$ cat src/rtl/cpu_defs_pkg.sv
// rtl/cpu_defs_pkg.sv - shared encodings for the instruction sequencer and datapath
package cpu_defs;

    localparam logic [2:0] ALU_ADD = 3'b000;
    localparam logic [2:0] ALU_SUB = 3'b001;
    localparam logic [2:0] ALU_AND = 3'b010;
    localparam logic [2:0] ALU_OR  = 3'b011;
    localparam logic [2:0] ALU_XOR = 3'b100;
    localparam logic [2:0] ALU_NOT = 3'b101;
    localparam logic [2:0] ALU_SHL = 3'b110;
    localparam logic [2:0] ALU_SHR = 3'b111;

    localparam logic [2:0] SUB_LDI  = 3'b000;
    localparam logic [2:0] SUB_JMP  = 3'b001;
    localparam logic [2:0] SUB_BZ   = 3'b010;
    localparam logic [2:0] SUB_BC   = 3'b011;
    localparam logic [2:0] SUB_HALT = 3'b100;
    localparam logic [2:0] SUB_NOP  = 3'b101;

    localparam int CLS_BIT = 15;
    localparam int OPC_MSB = 14;
    localparam int OPC_LSB = 12;
    localparam int RD_MSB  = 11;
    localparam int RD_LSB  = 8;
    localparam int RA_MSB  = 7;
    localparam int RA_LSB  = 4;
    localparam int RB_MSB  = 3;
    localparam int RB_LSB  = 0;
    localparam int IMM_MSB = 7;
    localparam int IMM_LSB = 0;

    typedef enum logic [2:0] {
        ST_IDLE   = 3'd0,
        ST_FETCH  = 3'd1,
        ST_DECODE = 3'd2,
        ST_EXEC   = 3'd3,
        ST_HALT   = 3'd4
    } state_t;

    typedef struct packed {
        logic [2:0] opcode;
        logic [3:0] rd;
        logic [3:0] ra;
        logic [3:0] rb;
        logic [7:0] imm;
        logic       is_alu;
        logic       is_ldi;
        logic       is_jmp;
        logic       is_branch;
        logic       branch_on_carry;
        logic       is_halt;
        logic       is_illegal;
    } decode_t;

endpackage

$ cat src/rtl/instr_decode.sv
// rtl/instr_decode.sv - combinational split of a 16-bit instruction into fields and class flags
module instr_decode
    import cpu_defs::*;
(
    input  logic [15:0] instr,
    output decode_t     dec
);

    always_comb begin
        dec        = '0;
        dec.opcode = instr[OPC_MSB:OPC_LSB];
        dec.rd     = instr[RD_MSB:RD_LSB];
        dec.ra     = instr[RA_MSB:RA_LSB];
        dec.rb     = instr[RB_MSB:RB_LSB];
        dec.imm    = instr[IMM_MSB:IMM_LSB];
        if (!instr[CLS_BIT]) begin
            dec.is_alu = 1'b1;
        end else begin
            case (instr[OPC_MSB:OPC_LSB])
                SUB_LDI:  dec.is_ldi = 1'b1;
                SUB_JMP:  dec.is_jmp = 1'b1;
                SUB_BZ:   dec.is_branch = 1'b1;
                SUB_BC: begin
                    dec.is_branch       = 1'b1;
                    dec.branch_on_carry = 1'b1;
                end
                SUB_HALT: dec.is_halt = 1'b1;
                SUB_NOP:  ;
                // Reserved sub-ops behave as NOP but are flagged.
                default:  dec.is_illegal = 1'b1;
            endcase
        end
    end

endmodule

$ cat src/rtl/control_unit.sv
// rtl/control_unit.sv - fetch/decode/exec sequencer driving the register file and ALU
module control_unit
    import cpu_defs::*;
#(
    parameter int PC_W    = 8,
    parameter int INSTR_W = 16
) (
    input  logic               clk,
    input  logic               rst,
    input  logic               start,
    output logic [PC_W-1:0]    imem_addr,
    input  logic [INSTR_W-1:0] imem_data,
    input  logic               alu_zero,
    input  logic               alu_carry,
    output logic [2:0]         alu_opcode,
    output logic [3:0]         ra_addr,
    output logic [3:0]         rb_addr,
    output logic [3:0]         write_addr,
    output logic [7:0]         user_write_data,
    output logic               write_en,
    output logic               alu_en,
    output logic               halted,
    output logic               illegal,
    output logic [PC_W-1:0]    pc
);

    state_t             state_q, state_d;
    logic [PC_W-1:0]    pc_q, pc_d;
    logic [PC_W-1:0]    imem_addr_q, imem_addr_d;
    logic [INSTR_W-1:0] instr_q, instr_d;
    logic               zero_q, zero_d;
    logic               carry_q, carry_d;
    logic               illegal_q, illegal_d;
    logic [PC_W-1:0]    next_pc;
    logic               take_branch;
    decode_t            dec;

    // Decoding the latched word keeps every datapath field stable through EXEC.
    instr_decode u_decode (
        .instr (instr_q),
        .dec   (dec)
    );

    always_ff @(posedge clk or negedge rst) begin
        if (!rst) begin
            state_q     <= ST_IDLE;
            pc_q        <= '0;
            imem_addr_q <= '0;
            instr_q     <= '0;
            zero_q      <= 1'b0;
            carry_q     <= 1'b0;
            illegal_q   <= 1'b0;
        end else begin
            state_q     <= state_d;
            pc_q        <= pc_d;
            imem_addr_q <= imem_addr_d;
            instr_q     <= instr_d;
            zero_q      <= zero_d;
            carry_q     <= carry_d;
            illegal_q   <= illegal_d;
        end
    end

    always_comb begin
        take_branch = dec.is_jmp ||
                      (dec.is_branch && (dec.branch_on_carry ? carry_q : zero_q));
        next_pc     = take_branch ? PC_W'(dec.imm) : pc_q + 1'b1;
    end

    always_comb begin
        state_d     = state_q;
        pc_d        = pc_q;
        imem_addr_d = imem_addr_q;
        instr_d     = instr_q;
        zero_d      = zero_q;
        carry_d     = carry_q;
        illegal_d   = illegal_q;
        write_en    = 1'b0;
        alu_en      = 1'b0;
        case (state_q)
            ST_IDLE, ST_HALT: begin
                if (start) begin
                    state_d     = ST_FETCH;
                    pc_d        = '0;
                    imem_addr_d = '0;
                    illegal_d   = 1'b0;
                end
            end
            ST_FETCH: state_d = ST_DECODE;
            ST_DECODE: begin
                instr_d = imem_data;
                state_d = ST_EXEC;
            end
            ST_EXEC: begin
                if (dec.is_alu) begin
                    write_en = 1'b1;
                    alu_en   = 1'b1;
                    zero_d   = alu_zero;
                    carry_d  = alu_carry;
                end
                if (dec.is_ldi) begin
                    write_en = 1'b1;
                end
                if (dec.is_illegal) begin
                    illegal_d = 1'b1;
                end
                // HALT leaves pc on itself so software can see where it stopped.
                if (dec.is_halt) begin
                    state_d = ST_HALT;
                end else begin
                    state_d     = ST_FETCH;
                    pc_d        = next_pc;
                    imem_addr_d = next_pc;
                end
            end
            default: state_d = ST_IDLE;
        endcase
    end

    assign imem_addr       = imem_addr_q;
    assign pc              = pc_q;
    assign illegal         = illegal_q;
    assign halted          = (state_q == ST_IDLE) || (state_q == ST_HALT);
    assign alu_opcode      = dec.opcode;
    assign ra_addr         = dec.ra;
    assign rb_addr         = dec.rb;
    assign write_addr      = dec.rd;
    assign user_write_data = dec.imm;

endmodule

$ cat config.mk
export PLATFORM = sky130hd
export DESIGN_NAME = control_unit
export DESIGN_NICKNAME = d
export VERILOG_FILES = /design/src/rtl/cpu_defs_pkg.sv /design/src/rtl/instr_decode.sv /design/src/rtl/control_unit.sv
export SDC_FILE = /design/constraint.sdc
export NUM_CORES = 1
export LEC_CHECK = 0
export CORE_ASPECT_RATIO = 1.4
export CORE_MARGIN = 2
export CORE_UTILIZATION = 43
export CTS_CLUSTER_SIZE = 12
export DETAILED_ROUTE_END_ITERATION = 16
export GPL_TIMING_DRIVEN = 0
export HOLD_SLACK_MARGIN = 0.05
export PLACE_DENSITY = 0.89
export SKIP_LAST_GASP = 1
export SYNTH_ARGS = -nofsm -noshare
export SYNTH_HDL_FRONTEND = slang
export SYNTH_SLANG_ARGS = --single-unit
$ cat constraint.sdc
create_clock -name clk -period 2.25 [get_ports clk]
set_clock_uncertainty 0.15 [all_clocks]
set_input_delay 0.45 -clock clk [delete_from_list [all_inputs] [get_ports clk]]
set_output_delay 0.45 -clock clk [all_outputs]
set_load 0.01 [all_outputs]
==> flow_metrics.py, run 1 <==
metrics = {
    "global_route": {
        "grt_pass1_wl_um": 5906,
        "first_global_vias": 1320,
        "grt-ovfl-total": 0,
        "antenna_found_initial": 0,
        "grt_max_degree": 31,
        "grtUsageTotal": 0.1735,
    },
    "cts": {
        "insertion_delay_ps": 280,
        "cts.sinks": 30,
        "ctsHoldBuffers": 0,
        "clk_pin_slew_ps": 60,
        "root_buffer": "clkbuf_8",
        "clock_path_buffers": 2,
        "htree_levels": 2,
        "cts_tree": "yes",
        "cts_buffers": 5,
    },
    "timing": {
        "tightestPinTransition_ps": 663.1,
        "fmax_ghz": 0.4621,
        "setup_viol": 0,
        "min_period_over_period": 0.9618,
        "tns_ps": 0,
        "rsz0062_at_grt": "no",
        "max-slew-margin-rel": 0.5579,
        "fin_crit_ps": 2164,
        "hold_slack_ps": 52.56,
        "finalMaxSlewViolations": 0,
        "final_hold_viol_count": 0,
    },
    "placement": {
        "place.gp.congestion": 0.8182,
        "dp_hpwl_um": 2588,
        "portBuffers": 63,
    },
    "setup_path": {
        "cp-end-kind": "primary output",
        "worstSetupPathType": "flip-flop to primary output",
        "arrival_ps": 1560,
        "critical_path_required_ps": 1650,
        "worstPathMaxFanout": 6,
        "crit_path_start_kind": "flip-flop",
    },
    "floorplan": {
        "fp.dieH_um": 77.19,
        "fp.dieArea_um2": 4344,
        "rows": 26,
        "ioPinCount": 64,
        "initial_core_util": 0.4476,
        "core_area_um2": 3676,
        "chipWidth_um": 56.28,
    },
    "pwr": {
        "pwr-share-comb": 0.580,
        "switching_share": 0.3500,
        "seqPwrFrac": 0.300,
        "p_int_w": 0.002367,
        "vdd_drop_max_mv": 0.9406,
        "pwr-share-clk": 0.120,
        "leakagePower_nw": 1.112,
        "power_density_nw_per_um2": 1499,
        "power_switching_w": 0.001275,
    },
    "synthesis": {
        "avgSynthCellArea_um2": 10.55,
        "synth_largest_area_cell": "dfrtp_1",
        "syn_inst": 156,
        "synth_fp_nets": 178,
        "ys_top_cells_by_area": "dfrtp_1 (46%), buf_4 (14%), mux2_2 (9.6%)",
        "syn_area_um2": 1645,
        "synth_top_area_frac": 0.4563,
        "ys_ff_latch": 30,
        "seq_area_frac_synth": 0.4563,
        "yosys_warnings": 0,
        "synthDistinctLibCells": 30,
    },
    "layout": {
        "syn2layout_area_growth_pct": 47.60,
        "antenna_cells": 0,
        "drive_above_1_share": 0.2763,
        "multiInputGateArea_um2": 605.6,
        "register_area_um2": 750.7,
        "nNetsFinal": 249,
        "fill_cells": 308,
    },
    "run": {
        "drv_cap": 0,
    },
    "routing": {
        "ant_nets": 0,
        "drt_iter0_markers": 41,
        "via_per_inst": 5.100,
        "wl_per_cell_um": 13.26,
        "wl_um": 3580,
        "via_count": 1377,
        "drtPass1Iterations": 4,
        "drc": 0,
    },
    "outcome": {
        "status": "finished, final reports clean",
    },
    "min_path": {
        "hold_class": "primary input to async pin",
    },
}
[cells in the mapped netlist (all sizes together)]
master and n:
buf 34, dfrtp 30, mux2 16, nor2 13, inv 9, mux2i 7, a31oi 6, o22ai 6
nand2 5, nand3 5, o21ai 5, a21oi 4, nand3b 3, a32o 2, and3 2, or3 2
a211o 1, a31o 1, ha 1, nand4 1, nor2b 1, or2 1, xnor2 1
[critical path: stages (launching register included)]
cell,delay (ps)
dfrtp_1,440
or3_1,400
a21oi_1,150
dlygate4sd2_1,300
[flip-flops by register name, indices dropped and copies added, names as in the netlist]
register and count:
state_q 3, zero_q 1, instr_q 16, imem_addr 8
illegal 1, carry_q 1
[metal layers]
layer | up-vias | wire [um] | GRT usage
met3 | 8 | 206 | 0.04722
li1 | 657 | - | -
met2 | 56 | 2004 | 0.3118
met1 | 656 | 1296 | 0.1892
met5 | - | 0 | 0
met4 | 0 | 72 | 0.06905
[layout make-up]
| type | count | area share |
|---|---|---|
| sequential | 30 | 0.3091 |
| timing repair buffer | 64 | 0.2612 |
| multi-input combinational | 83 | 0.2494 |
| buffer | 34 | 0.1072 |
| clock buffer | 7 | 0.03555 |
| tap | 42 | 0.02164 |
| inverter | 9 | 0.01391 |
| clock inverter | 1 | 0.002061 |
[cells by family (layout without fill, tap and decap cells)]
kind of cell / Yosys count / count (layout) / share of synthesized area
and+or+nand+nor: 33 / 33 / 0.09810
xor gates and xnor gates: 1 / 1 / 0.005324
DFF: 30 / 30 / 0.4563
adders and majority gates: 1 / 1 / 0.007603
buffers and inverters: 43 / 115 / 0.1787
AOI/OAI and AO/OA: 25 / 25 / 0.1019
muxes: 23 / 23 / 0.1521
[path summary, 6_finish.rpt]
kind	start	to	slack [ps]	depth (start not counted)
setup / recovery	instr_q[13]	write_en	90	3
hold / removal	rst	instr_q[12]	50	1
setup reg to reg	state_q[2]	instr_q[12]	350	5
hold reg to reg	state_q[2]	state_q[1]	330	1
max in group asynchronous	rst	instr_q[9]	1460	1
min in group clk	state_q[2]	state_q[1]	330	1
[stage by stage]
step                      total power, W  cells  area [um^2]  utilization  setup slack (ps)
after floorplan                 0.002263    156         1645            -             578.1
after global placement          0.003146    261         2328       0.6334             48.02
after detailed placement        0.003196    261         2328       0.6334             69.07
after CTS                       0.003672    270         2429       0.6607             11.61
after global routing            0.003879    270         2429       0.6607             22.25
final                           0.003641    270         2429       0.6607             86.00
[placed cells by master (no fill, tap or decap), types with 3 or more instances in the layout]
cell | netlist | layout
clkdlybuf4s50_1 | 0 | 60
buf_4 | 31 | 32
dfrtp_1 | 30 | 30
mux2_2 | 14 | 14
nor2_1 | 12 | 10
inv_1 | 9 | 9
mux2i_1 | 7 | 7
o22ai_1 | 6 | 6
clkbuf_8 | 0 | 6
nand2_1 | 5 | 5
nand3_1 | 5 | 5
a31oi_1 | 5 | 5
o21ai_0 | 4 | 4
nor2_2 | 1 | 3
nand3b_1 | 3 | 3
a21oi_1 | 3 | 3
[power by group through the flow]
stage / logic (W) / clock network (W) / registers [W]
4_1_cts: 0.00213 / 0.000448 / 0.00109
3_3_place_gp: 0.00207 / 0 / 0.00108
3_5_place_dp: 0.00211 / 0 / 0.00109
5_1_grt: 0.00225 / 0.000481 / 0.00115
2_1_floorplan: 0.00122 / 0 / 0.00104
6_report: 0.00211 / 0.000435 / 0.00109
[repair_timing]
| item | in CTS | in global routing |
|---|---|---|
| resized for setup | 2 | 2 |
| cloned | 0 | 0 |
| endpoints found under the setup margin | 2 | 2 |
| setup buffers | 1 | 0 |
Power figures use the tool's default switching activity.
==> run 2: changes to the inputs <==
- SLEW_MARGIN: default -> 20
==> flow_metrics.py, run 2 (synthesis results as in run 1) <==
metrics = {
    "pwr": {
        "power_density_nw_per_um2": 1501,
        "leakagePower_nw": 1.101,
        "total_power_w": 0.003653,
        "vdd_drop_max_mv": 0.9017,
    },
    "floorplan": {
        "fp.dieH_um": 77.19,
        "core_area_um2": 3676,
        "chipWidth_um": 56.28,
        "ioPinCount": 64,
        "fp.dieArea_um2": 4344,
        "initial_core_util": 0.4476,
        "rows": 26,
    },
    "global_route": {
        "grtUsageTotal": 0.1738,
        "grt_max_degree": 31,
        "antenna_found_initial": 0,
        "grt-ovfl-total": 0,
        "first_global_vias": 1283,
        "grt_pass1_wl_um": 5940,
    },
    "layout": {
        "nNetsFinal": 250,
        "final_common_cell": "clkdlybuf4s50_1",
        "regMostFlops": "instr_q",
        "post-route-util": 0.6620,
        "drive_above_1_share": 0.2795,
        "antenna_cells": 0,
        "syn2layout_area_growth_pct": 47.91,
        "final_cell_mix": "clkdlybuf4s50_1 (61), buf_4 (33), dfrtp_1 (30), mux2_2 (14), nor2_1 (10)",
        "largest_reg_flops": 16,
    },
    "routing": {
        "ant_nets": 0,
        "via_per_inst": 5.030,
        "drt_iter0_markers": 44,
        "wl_per_cell_um": 13.31,
        "drt-met1-wl_um": 1362,
        "drtPass1Iterations": 4,
        "via_count": 1363,
        "wl_met3_um": 158,
        "drc": 0,
        "wl_met2_um": 2029,
        "wl_um": 3607,
        "top_layer": "met4",
    },
    "cts": {
        "ctsHoldBuffers": 0,
        "clock_path_buffers": 2,
        "insertion_delay_ps": 280,
        "root_buffer": "clkbuf_8",
        "cts_tree": "yes",
        "htree_levels": 2,
        "clk_pin_slew_ps": 70,
        "cts.sinks": 30,
        "cts_buffers": 5,
    },
    "timing": {
        "min_period_over_period": 0.9602,
        "fmax_ghz": 0.4629,
        "setup_viol": 0,
        "fin_crit_ps": 2160,
        "finalMaxSlewViolations": 0,
        "tightestPinTransition_ps": 667.9,
        "rsz0062_at_grt": "no",
        "tns_ps": 0,
        "final_hold_viol_count": 0,
        "max-slew-margin-rel": 0.5547,
    },
    "setup_path": {
        "crit_path_start_kind": "flip-flop",
        "cp-end-kind": "primary output",
        "arrival_ps": 1560,
        "worstSetupPathType": "flip-flop to primary output",
        "critical_path_required_ps": 1650,
        "worstPathMaxFanout": 6,
    },
    "placement": {
        "portBuffers": 63,
        "dp_hpwl_um": 2648,
        "place.gp.congestion": 0.8182,
    },
    "outcome": {
        "status": "finished, final reports clean",
    },
    "run": {
        "drv_cap": 0,
    },
    "min_path": {
        "hold_class": "primary input to async pin",
    },
}
==> run 2: path summary, 6_finish.rpt <==
path                             start     endpoint  slack [ps]  cells past startpoint
setup / recovery           instr_q[13]     write_en          90                      3
hold / removal                     rst      illegal          60                      1
setup reg to reg            state_q[1]  instr_q[12]         360                      4
hold reg to reg             state_q[2]   state_q[1]         320                      1
max in group asynchronous          rst   instr_q[0]        1460                      1
min in group clk            state_q[2]   state_q[1]         320                      1
==> run 2: through the flow <==
stage | setup WS, ps | cell area, um^2 | cells | hold slack (ps)
6_report | 89.53 | 2434 | 271 | 57.00
4_1_cts | 0.6207 | 2426 | 270 | 71.63
5_1_grt | 12.05 | 2434 | 271 | 102.0
3_5_place_dp | 111.7 | 2323 | 261 | 311.1
3_3_place_gp | 48.02 | 2328 | 261 | 304.3
2_1_floorplan | 578.1 | 1645 | 156 | 4.409
==> run 2: layout make-up <==
class	count	area, um^2
well taps	42	52.55
clock buffers	7	86.33
flip-flops and latches	30	750.7
multi-input cells	83	605.6
inverters	9	33.78
repair buffers	65	639.4
clock inverters	1	5.005
plain buffers	34	260.3
fillers	309	1242
==> run 2: worst max-delay path, cell delays in order, from the launching register on <==
cell and delay [ps]:
dfrtp_1 430, or3_1 410, a21oi_1 150, dlygate4sd2_1 300
==> run 2: routing by layer <==
layer  vias to the layer above  global-route usage
li1                        661                   -
met1                       655              0.2030
met2                        41              0.3012
met3                         6             0.04890
met4                         0             0.05952
met5                         -                   0
==> run 2: repair_timing <==
| action | in CTS | in global routing |
|---|---|---|
| pin swaps | 1 | 1 |
| setup endpoints to repair | 3 | 1 |
| resized for setup | 3 | 0 |
| setup buffers | 1 | 1 |
| gates cloned | 0 | 0 |
==> run 2: where the power goes <==
| part | switching (W) | internal, W | total, W |
|---|---|---|---|
| sequential | 0.000299 | 0.000793 | 0.00109 |
| combinational | 0.000785 | 0.00134 | 0.00212 |
| clock | 0.000190 | 0.000246 | 0.000436 |
| total | 0.00127 | 0.00238 | 0.00365 |
==> run 3: changes to the inputs <==
--- a/config.mk
+++ b/config.mk
@@ -14,4 +14,5 @@
 export HOLD_SLACK_MARGIN = 0.05
 export PLACE_DENSITY = 0.89
+export RECOVER_POWER = 100
 export SKIP_LAST_GASP = 1
 export SLEW_MARGIN = 20
==> constraint.sdc (replaced) <==
create_clock -name clk -period 2.25 [get_ports clk]
set_clock_uncertainty 0.15 [all_clocks]
set_input_delay 0.225 -clock clk [delete_from_list [all_inputs] [get_ports clk]]
set_output_delay 0.225 -clock clk [all_outputs]
set_load 0.01 [all_outputs]
==> flow_metrics.py, run 3 (synthesis results as in run 1) <==
metrics = {
    "setup_path": {
        "worstSetupStartpoint": "state_q[2]",
        "rrSetupSlack_ps": 220,
        "worstPathMaxFanout": 5,
        "r2r_start": "state_q[2]",
        "arrival_ps": 1720,
        "crit_path_start_kind": "flip-flop",
        "r2r-end": "instr_q[12]",
        "r2r_cells": 5,
        "crit_end": "alu_en",
        "cp-end-kind": "primary output",
        "worstSetupPathType": "flip-flop to primary output",
        "critical_path_required_ps": 1880,
    },
    "layout": {
        "multiInputGateArea_um2": 596.8,
        "syn2layout_area_growth_pct": 46.69,
        "final_cell_mix": "dlygate4sd3_1 (42), buf_4 (31), dfrtp_1 (30), clkdlybuf4s50_1 (20), mux2_2 (14)",
        "fill_cells": 314,
        "final_common_cell": "dlygate4sd3_1",
        "drive_above_1_share": 0.2588,
        "antenna_cells": 0,
        "register_area_um2": 750.7,
        "largest_reg_flops": 16,
        "finish.instance_area_um2": 2414,
        "nNetsFinal": 249,
        "stdcell_count": 270,
        "regMostFlops": "instr_q",
    },
    "pwr": {
        "vdd_drop_max_mv": 0.8687,
        "leakagePower_nw": 1.146,
        "power_density_nw_per_um2": 1435,
    },
    "floorplan": {
        "ioPinCount": 64,
        "initial_core_util": 0.4476,
        "fp.dieArea_um2": 4344,
        "chipWidth_um": 56.28,
        "rows": 26,
        "core_area_um2": 3676,
        "fp.dieH_um": 77.19,
    },
    "timing": {
        "tns_ps": 0,
        "fmax_ghz": 0.4773,
        "rsz0062_at_grt": "no",
        "hold_slack_ps": 326.4,
        "final_hold_viol_count": 0,
        "finalMaxSlewViolations": 0,
        "tightestPinTransition_ps": 733.7,
        "min_period_over_period": 0.9312,
        "setup_viol": 0,
        "max-slew-margin-rel": 0.5109,
        "fin_crit_ps": 2095,
    },
    "global_route": {
        "met1_usage": 0.2009,
        "grt-ovfl-total": 0,
        "gr-usage-met2": 0.3012,
        "antenna_found_initial": 0,
        "first_global_vias": 1281,
        "grt_max_degree": 31,
        "gr-usage-met3": 0.04890,
        "grt_pass1_wl_um": 5906,
        "grtUsageTotal": 0.1731,
        "grt-busiest-layer": "met2",
    },
    "placement": {
        "dp_hpwl_um": 2648,
        "dp_cells": 261,
        "placed_area_um2": 2323,
        "place.gp.congestion": 0.8182,
        "portBuffers": 63,
    },
    "outcome": {
        "status": "finished, final reports clean",
    },
    "routing": {
        "via_count": 1367,
        "drt_iter0_markers": 44,
        "wl_per_cell_um": 13.27,
        "ant_nets": 0,
        "via_per_inst": 5.063,
        "drc": 0,
        "wl_um": 3582,
        "drtPass1Iterations": 4,
    },
    "min_path": {
        "hold_class": "flip-flop to flip-flop",
    },
    "cts": {
        "cts_setup_buffers": 0,
        "clock_path_buffers": 2,
        "insertion_delay_ps": 280,
        "cts_buffers": 5,
        "clk_pin_slew_ps": 60,
        "htree_levels": 2,
        "cts_tree": "yes",
        "root_buffer": "clkbuf_8",
        "cts.sinks": 30,
    },
    "run": {
        "drv_cap": 0,
    },
}
==> run 3: cell types whose count changed in the layout (fill, tap and decap cells not counted) <==
cell,change
buf_4,-2
clkbuf_1,+2
a31oi_2,-1
clkdlybuf4s50_1,-41
clkbuf_2,+1
dlygate4sd2_1,-1
nor2_1,+1
nor2_2,-1
a31oi_1,+1
buf_2,-2
dlygate4sd3_1,+42
==> run 3: how the worst min path moves through the flow <==
stage / from / to / cells past startpoint
global placement: state_q[2] / state_q[1] / 1
finish: state_q[2] / state_q[1] / 1
CTS: state_q[2] / state_q[1] / 1
detailed placement: rst / instr_q[12] / 1
global route: instr_q[11] / instr_q[11] / 1
floorplan: rst / carry_q / 0
==> run 3: area by class of cell <==
class / count / area share
buffer: 34 / 0.1073
clock buffer: 7 / 0.03577
clock inverter: 1 / 0.002074
inverter: 9 / 0.01400
multi-input combinational: 83 / 0.2473
sequential: 30 / 0.3110
tap: 42 / 0.02177
timing repair buffer: 64 / 0.2608
==> run 3: critical path: stages, from the launching register on <==
cell and delay, ps:
dfrtp_1 400, nand3b_1 280, nor2_2 200, clkdlybuf4s50_1 560
==> run 3: through the flow <==
| stage | setup slack, ps | power, W | utilization |
|---|---|---|---|
| finish | 154.9 | 0.003463 | 0.6566 |
| global route | 49.46 | 0.003709 | 0.6566 |
| CTS | 32.94 | 0.003656 | 0.6596 |
| detailed placement | 336.7 | 0.003200 | 0.6321 |
| global placement | 273.0 | 0.003146 | 0.6334 |
| floorplan | 578.1 | 0.002263 | - |
==> run 3: power breakdown <==
part / total [W] / internal (W) / switching [W]
registers: 0.00108 / 0.000793 / 0.000288
clock network: 0.000435 / 0.000246 / 0.000189
logic: 0.00195 / 0.00118 / 0.000768
total: 0.00346 / 0.00222 / 0.00125
==> run 3: what timing repair did <==
item	CTS	global route
resized for setup	0	2
hold buffers	1	0
endpoints found under the setup margin	0	2
endpoints found under the hold margin	30	0
==> run 3: routing by layer <==
metal / share of wire / wire (um)
met3: 0.050 / 180
met5: 0 / 0
met4: 0.018 / 63
met2: 0.56 / 2009
met1: 0.37 / 1329
